===== src/rtl/wave_meter.sv =====
// wave_meter -- measures phase, high time, low time and period of an
// asynchronous periodic input, in clk cycles.
//
// Optional feature macro: WAVE_METER_GLITCH_FILTER_EN
//   Defined   : a level must be seen on two consecutive synchronized samples
//               before it is accepted; single-cycle glitches are dropped and
//               all latencies grow by one cycle.
//   Undefined : the synchronizer output feeds edge detection directly.
//
// Ports:
//   clk          system clock, rising edge
//   rst_n        synchronous active-low reset
//   enable       arms measurement while high; low returns to IDLE
//   wave_in      asynchronous waveform under measurement
//   phase_cnt    cycles from arming to the first detected rise
//   ton_cnt      high time of the last complete cycle
//   toff_cnt     low time of the last complete cycle
//   period_cnt   ton_cnt + toff_cnt (one bit wider, never overflows)
//   meas_valid   one-cycle pulse when ton/toff/period update
//   phase_valid  one-cycle pulse when phase_cnt updates
//   sat          sticky: some counter saturated since arming
//   busy         high in any state other than IDLE
module wave_meter #(
  parameter int unsigned CNT_W = 16
) (
  input  logic             clk,
  input  logic             rst_n,
  input  logic             enable,
  input  logic             wave_in,
  output logic [CNT_W-1:0] phase_cnt,
  output logic [CNT_W-1:0] ton_cnt,
  output logic [CNT_W-1:0] toff_cnt,
  output logic [CNT_W:0]   period_cnt,
  output logic             meas_valid,
  output logic             phase_valid,
  output logic             sat,
  output logic             busy
);

  typedef enum logic [1:0] {
    IDLE = 2'd0,
    ARM  = 2'd1,
    HIGH = 2'd2,
    LOW  = 2'd3
  } state_t;

  localparam logic [CNT_W-1:0] CNT_MAX  = '1;
  localparam logic [CNT_W-1:0] CNT_NEAR = CNT_MAX - 1'b1;

  state_t           r_state;
  logic             r_s1, r_s2, r_s3;
  logic             w_lvl, w_rise, w_fall;
  logic [CNT_W-1:0] r_cnt, w_cnt_inc, r_ton;
  logic             w_sat_hit;
  logic [CNT_W-1:0] r_phase, r_ton_out, r_toff;
  logic [CNT_W:0]   r_period;
  logic             r_meas_valid, r_phase_valid, r_sat;

`ifdef WAVE_METER_GLITCH_FILTER_EN
  logic r_s2d;

  always_ff @(posedge clk) begin
    if (!rst_n) r_s2d <= 1'b0;
    else        r_s2d <= r_s2;
  end

  // Accept the synchronized level only when two consecutive samples agree;
  // otherwise hold the last accepted level so no edge is seen.
  assign w_lvl = (r_s2 == r_s2d) ? r_s2 : r_s3;
`else
  assign w_lvl = r_s2;
`endif

  always_ff @(posedge clk) begin
    if (!rst_n) begin
      r_s1 <= 1'b0;
      r_s2 <= 1'b0;
      r_s3 <= 1'b0;
    end else begin
      r_s1 <= wave_in;
      r_s2 <= r_s1;
      r_s3 <= w_lvl;
    end
  end

  assign w_rise = w_lvl & ~r_s3;
  assign w_fall = ~w_lvl & r_s3;

  always_comb begin
    w_cnt_inc = r_cnt;
    if (r_cnt != CNT_MAX) w_cnt_inc = r_cnt + 1'b1;
  end

  // The increment that lands on CNT_MAX is the one that raises sat.
  assign w_sat_hit = (r_cnt == CNT_NEAR);

  always_ff @(posedge clk) begin
    if (!rst_n) begin
      r_state       <= IDLE;
      r_cnt         <= '0;
      r_ton         <= '0;
      r_phase       <= '0;
      r_ton_out     <= '0;
      r_toff        <= '0;
      r_period      <= '0;
      r_meas_valid  <= 1'b0;
      r_phase_valid <= 1'b0;
      r_sat         <= 1'b0;
    end else begin
      r_meas_valid  <= 1'b0;
      r_phase_valid <= 1'b0;
      if (!enable) begin
        // Disable wins over any edge detected in the same cycle.
        r_state <= IDLE;
        r_cnt   <= '0;
        r_sat   <= 1'b0;
      end else begin
        case (r_state)
          IDLE: begin
            r_state <= ARM;
            r_cnt   <= '0;
          end
          ARM: begin
            if (w_rise) begin
              r_phase       <= r_cnt;
              r_phase_valid <= 1'b1;
              r_cnt         <= {{(CNT_W-1){1'b0}}, 1'b1};
              r_state       <= HIGH;
            end else begin
              r_cnt <= w_cnt_inc;
              if (w_sat_hit) r_sat <= 1'b1;
            end
          end
          HIGH: begin
            if (w_fall) begin
              r_ton   <= r_cnt;
              r_cnt   <= {{(CNT_W-1){1'b0}}, 1'b1};
              r_state <= LOW;
            end else begin
              r_cnt <= w_cnt_inc;
              if (w_sat_hit) r_sat <= 1'b1;
            end
          end
          LOW: begin
            if (w_rise) begin
              r_ton_out    <= r_ton;
              r_toff       <= r_cnt;
              r_period     <= {1'b0, r_ton} + {1'b0, r_cnt};
              r_meas_valid <= 1'b1;
              r_cnt        <= {{(CNT_W-1){1'b0}}, 1'b1};
              r_state      <= HIGH;
            end else begin
              r_cnt <= w_cnt_inc;
              if (w_sat_hit) r_sat <= 1'b1;
            end
          end
          default: r_state <= IDLE;
        endcase
      end
    end
  end

  assign phase_cnt   = r_phase;
  assign ton_cnt     = r_ton_out;
  assign toff_cnt    = r_toff;
  assign period_cnt  = r_period;
  assign meas_valid  = r_meas_valid;
  assign phase_valid = r_phase_valid;
  assign sat         = r_sat;
  assign busy        = (r_state != IDLE);

endmodule


===== config.mk =====
export PLATFORM = sky130hd
export DESIGN_NAME = wave_meter
export DESIGN_NICKNAME = d
export VERILOG_FILES = /design/src/rtl/wave_meter.sv
export SDC_FILE = /design/constraint.sdc
export NUM_CORES = 1
export LEC_CHECK = 0
export BUFFER_PORTS_ARGS = -buffer_cell sky130_fd_sc_hd__buf_2
export CORE_MARGIN = 4
export CORE_UTILIZATION = 40
export DETAILED_ROUTE_END_ITERATION = 8
export GPL_ROUTABILITY_DRIVEN = 0
export RECOVER_POWER = 50
export SLEW_MARGIN = 20
export SYNTH_ARGS = -nofsm -noshare
export SYNTH_HDL_FRONTEND = slang
export SYNTH_SLANG_ARGS = --single-unit

===== constraint.sdc =====
create_clock -name clk -period 1.9 [get_ports clk]
set_input_delay 0.19 -clock clk [delete_from_list [all_inputs] [get_ports clk]]
set_output_delay 0.19 -clock clk [all_outputs]
set_load 0.01 [all_outputs]

==> reports/qor_table.md <==
| Result | Value | Unit |
|:---|:---|:---|
| Number of H-tree branching levels | 3 | - |
| Maximum frequency from static timing analysis | 528.3 | MHz |
| Ordered list of cells on the worst path | ha_4 > fa_2 > a21oi_2 > o211ai_1 > buf_4 > a2111oi_4 > o211ai_1 > nand3_1 | - |
| Leak pwr | 2.535 | nW |
| Clock period minus worst slack | 1.893 | ns |
| Count of different cell masters after synthesis | 60 | - |
| Clock net sink count | 105 | - |
| Slowest cell on the critical path | sky130_fd_sc_hd__fa_2 | - |
| Routed WL | 12,390 | um |
| First-pass GRT wire length | 20,270 | um |
| Sequential area share after synthesis | 42.56 | % |
| Area occupied by registers | 2106 | sq um |
| Ports | 73 | - |
| Final global-route overflow total | 0 | - |
| Total area of multi-input combinational cells | 2760 | sq um |
| Share of post-route cells with drive strength above 1 | 27.15 | % |
| Tightest Pin Transition | 0.5383 | ns |
| Category of the worst setup path launch point | flop | - |
| Placed wire-length estimate after detailed placement | 8949 | um |
| Total power of the final layout | 4.306 | mW |
| Number of nets in the final layout | 692 | - |
| Drc violations | 0 | - |
| Horiz. Die Dim | 119.1 | um |
| Unrepaired setup endpoints after global routing | true | - |
| # fillers | 1,177 | - |
| Data required, critical path | 2.19 | ns |
| Most common library cell in the layout ignoring fill and taps | sky130_fd_sc_hd__nand2_1 | - |
| Fin Clk Skew | 0.007622 | ns |
| Slew HR | 64.03 | % |
| Dominant combinational cell family by area after synthesis | simple AND/OR/NAND/NOR gates | - |
| Placeable core region | 12,060 | sq um |
| Via Count | 4,246 | - |
| Most used cell, CP | sky130_fd_sc_hd__o211ai_1 | - |
| Setup TNS | 0 | ns |
| Routed length per placed instance | 14.71 | um |
| Gate count after technology mapping | 568 | - |
| Hold/Removal Path Class | primary input to flop | - |
| Worst path buffer plus inverter count | 1 | - |
| Number of antenna violations at the first check in global routing | 0 | - |
| Maximum fanout along the worst path | 4 | - |
| Clock tree from TritonCTS | done | - |
| Endpoint kind of the worst setup timing path | flop | - |
| Arrival time of data at the critical path endpoint | 2.19 | ns |
| Area of the die | 14,190 | sq um |
| DIE HEIGHT | 119.1 | um |
| Number of vias per cell | 5.043 | - |
| Max_cap viols | 0 | - |
| Async SR Flop Fraction | 0 | % |
| Detailed Routing Iterations Pass 1 | 4 | - |
| Synthesized area divided by synthesized cell count | 8.695 | sq um |
| Run status | complete, no violations | - |
| Remaining antenna violation count | 0 | - |
| GRT Overall Usage | 17.66 | % |
| Yosys warning count | 0 | - |
| Compound-cell area share of the yosys netlist | 18.22 | % |
| Number of enable-type register cells in the synthesized netlist | 0 | - |
| Total count of max-transition violations in the final report | 0 | - |
| Total CTS buffers | 9 | - |
| First-iteration detailed-routing DRC count | 213 | - |
| CP delay by family, top | compound AO/OA/AOI/OAI gates | - |
| Xor/xnor share of the synthesized area | 2.660 | % |
| Number of flip-flops and latches in the synthesized netlist | 105 | - |
| Largest net degree at the start of global routing | 95 | - |
| Final count of hold timing violations | 0 | - |
| Slowest cell delay on critical path | 0.35 | ns |
| CTS clock-pin slew for the worst setup and hold paths | 0.07 | ns |
| Antenna cell count | 0 | - |
| Worst vdd rail ir drop | 0.0005239 | V |
| Number of global-route vias before repair | 4,035 | - |
| Synthesized cell area | 4938 | sq um |
| Final Setup Violations | 0 | - |
| Number of buffers added on ports | 72 | - |
| Worst Path Class, Setup | flop to flop | - |
| Number of buffers on the longest clock path | 2 | - |
| Share of the clock period used by the worst path after layout | 99.63 | % |
| Ys flop type | sky130_fd_sc_hd__dfxtp_1 | - |
| Commonest cells after routing, fill and taps aside | sky130_fd_sc_hd__nand2_1, sky130_fd_sc_hd__dfxtp_1, sky130_fd_sc_hd__buf_2 | - |
| Root buf cell | sky130_fd_sc_hd__clkbuf_16 | - |
| Source-to-sink clock delay at the later pin of the worst-skew pair | 0.35 | ns |
| Total power density per cell area | 686.7 | nW/um^2 |
| Placement Rows | 40 | - |
| Layout overhead on the synthesized area | 26.98 | % |
| Post-synth net total | 591 | - |
| Post-synthesis mux area share | 3.648 | % |
| Synthesized-area fraction occupied by adder cells | 4.966 | % |
| Post-synthesis share of cell area spent on and, or, nand and nor gates | 23.33 | % |
| Initial Utilization | 40.94 | % |
metrics by stage:
stage,hold WS (ns),util [%],instance area (sq um),cells,setup WS (ns)
2_1_floorplan,0.3173,-,4945,568,0.01094
3_3_place_gp,0.4058,47.88,5776,823,-0.08639
3_5_place_dp,0.4018,47.88,5776,823,-0.1132
4_1_cts,0.03670,51.00,6151,840,-0.03932
5_1_grt,0.05174,51.99,6271,842,-0.1019
6_report,0.05150,51.99,6271,842,0.007048
state kept, by name, indices dropped and copies added (netlist names), 2 cells and up:
signal	cells
period_cnt	17
phase_cnt	16
r_cnt	16
r_ton	16
toff_cnt	16
ton_cnt	16
r_state	2
area by class of cell:
type / count / share of cell area (%)
Multi-Input combinational cell: 412 / 44.01
Sequential cell: 105 / 33.58
Timing Repair Buffer: 129 / 13.23
Clock buffer: 12 / 3.931
Tap cell: 168 / 3.352
Clock inverter: 4 / 1.177
Inverter: 12 / 0.7183
Yosys cell counts, types with 2 or more instances:
library cell               count  share of area (%)
sky130_fd_sc_hd__and2_1        9                1.1
sky130_fd_sc_hd__a311oi_1      3               0.53
sky130_fd_sc_hd__inv_1        12               0.91
sky130_fd_sc_hd__nand3_1      35                3.5
sky130_fd_sc_hd__a31oi_1       4               0.51
sky130_fd_sc_hd__a211oi_1      6               0.91
sky130_fd_sc_hd__ha_1         18                4.6
sky130_fd_sc_hd__mux2i_1      18                3.6
sky130_fd_sc_hd__dfxtp_1     105                 43
sky130_fd_sc_hd__buf_2        14                1.4
sky130_fd_sc_hd__a21oi_1      18                1.8
sky130_fd_sc_hd__and4_1        2               0.35
sky130_fd_sc_hd__nor3_1        7               0.71
sky130_fd_sc_hd__a21boi_0     52                7.9
sky130_fd_sc_hd__nand2_2       2               0.25
sky130_fd_sc_hd__xnor2_1      14                2.5
sky130_fd_sc_hd__nand3b_1      2               0.30
sky130_fd_sc_hd__nor2_1       20                1.5
sky130_fd_sc_hd__nor4_2        2               0.51
sky130_fd_sc_hd__nand4_1       5               0.63
sky130_fd_sc_hd__o211ai_1      5               0.76
sky130_fd_sc_hd__clkbuf_1     22                1.7
sky130_fd_sc_hd__or2_2         3               0.38
sky130_fd_sc_hd__o21ai_0      14                1.4
sky130_fd_sc_hd__or3_1         3               0.38
sky130_fd_sc_hd__o21a_1        5               0.76
sky130_fd_sc_hd__nand2_1     107                8.1
sky130_fd_sc_hd__nor2b_1      16                2.0
sky130_fd_sc_hd__a21o_1        3               0.46
sky130_fd_sc_hd__buf_6         2               0.46
sky130_fd_sc_hd__and3_1        5               0.63
sky130_fd_sc_hd__nor3b_1       2               0.30
sky130_fd_sc_hd__o31ai_1       5               0.76
sky130_fd_sc_hd__o21bai_1      2               0.30
worst reg2reg max path: stages, from the launching register on:
cell and delay, ns:
sky130_fd_sc_hd__dfxtp_2 0.34, sky130_fd_sc_hd__ha_4 0.16, sky130_fd_sc_hd__fa_2 0.35, sky130_fd_sc_hd__a21oi_2 0.15, sky130_fd_sc_hd__o211ai_1 0.14, sky130_fd_sc_hd__buf_4 0.18, sky130_fd_sc_hd__a2111oi_4 0.29, sky130_fd_sc_hd__o211ai_1 0.14
sky130_fd_sc_hd__nand3_1 0.08
final timing paths:
check,from,to,slack (ns),cells after the start
worst max-delay path,r_cnt[0],period_cnt[10],0.007,8
worst min-delay path,wave_in,r_s1,0.05,2
worst max register to register,r_cnt[0],period_cnt[10],0.007,8
worst min register to register,r_s1,r_s2,0.44,1
power breakdown:
part	switching (mW)	total [mW]	internal, mW
combinational	0.0489	0.0865	0.0377
sequential	0.00401	2.21	2.20
clock	0.817	2.01	1.19
routing by layer:
| layer | up-vias | global-route usage [%] | part of all wire [%] |
|---|---|---|---|
| li1 | 2172 | - | - |
| met1 | 1972 | 23.99 | 48 |
| met2 | 88 | 27.76 | 46 |
| met3 | 14 | 3.466 | 4.2 |
| met4 | 0 | 6.589 | 1.6 |
| met5 | - | 0 | 0 |
timing repair:
item	CTS	global route
hold buffers	0	0
resized for setup	9	21
setup buffers	1	2
pin swaps	11	17
endpoints found under the setup margin	5	15
cells by family (layout without fill, tap and decap cells):
kind of cell             after synthesis  after routing
AND/OR/NAND/NOR                      231            231
AO/OA/AOI/OAI                        129            129
flip-flops                           105            105
buffers and inverters                 51            157
adder cells (fa/ha/maj)               19             19
multiplexers                          18             18
XOR/XNOR                              15             15
Power figures use the tool's default switching activity.
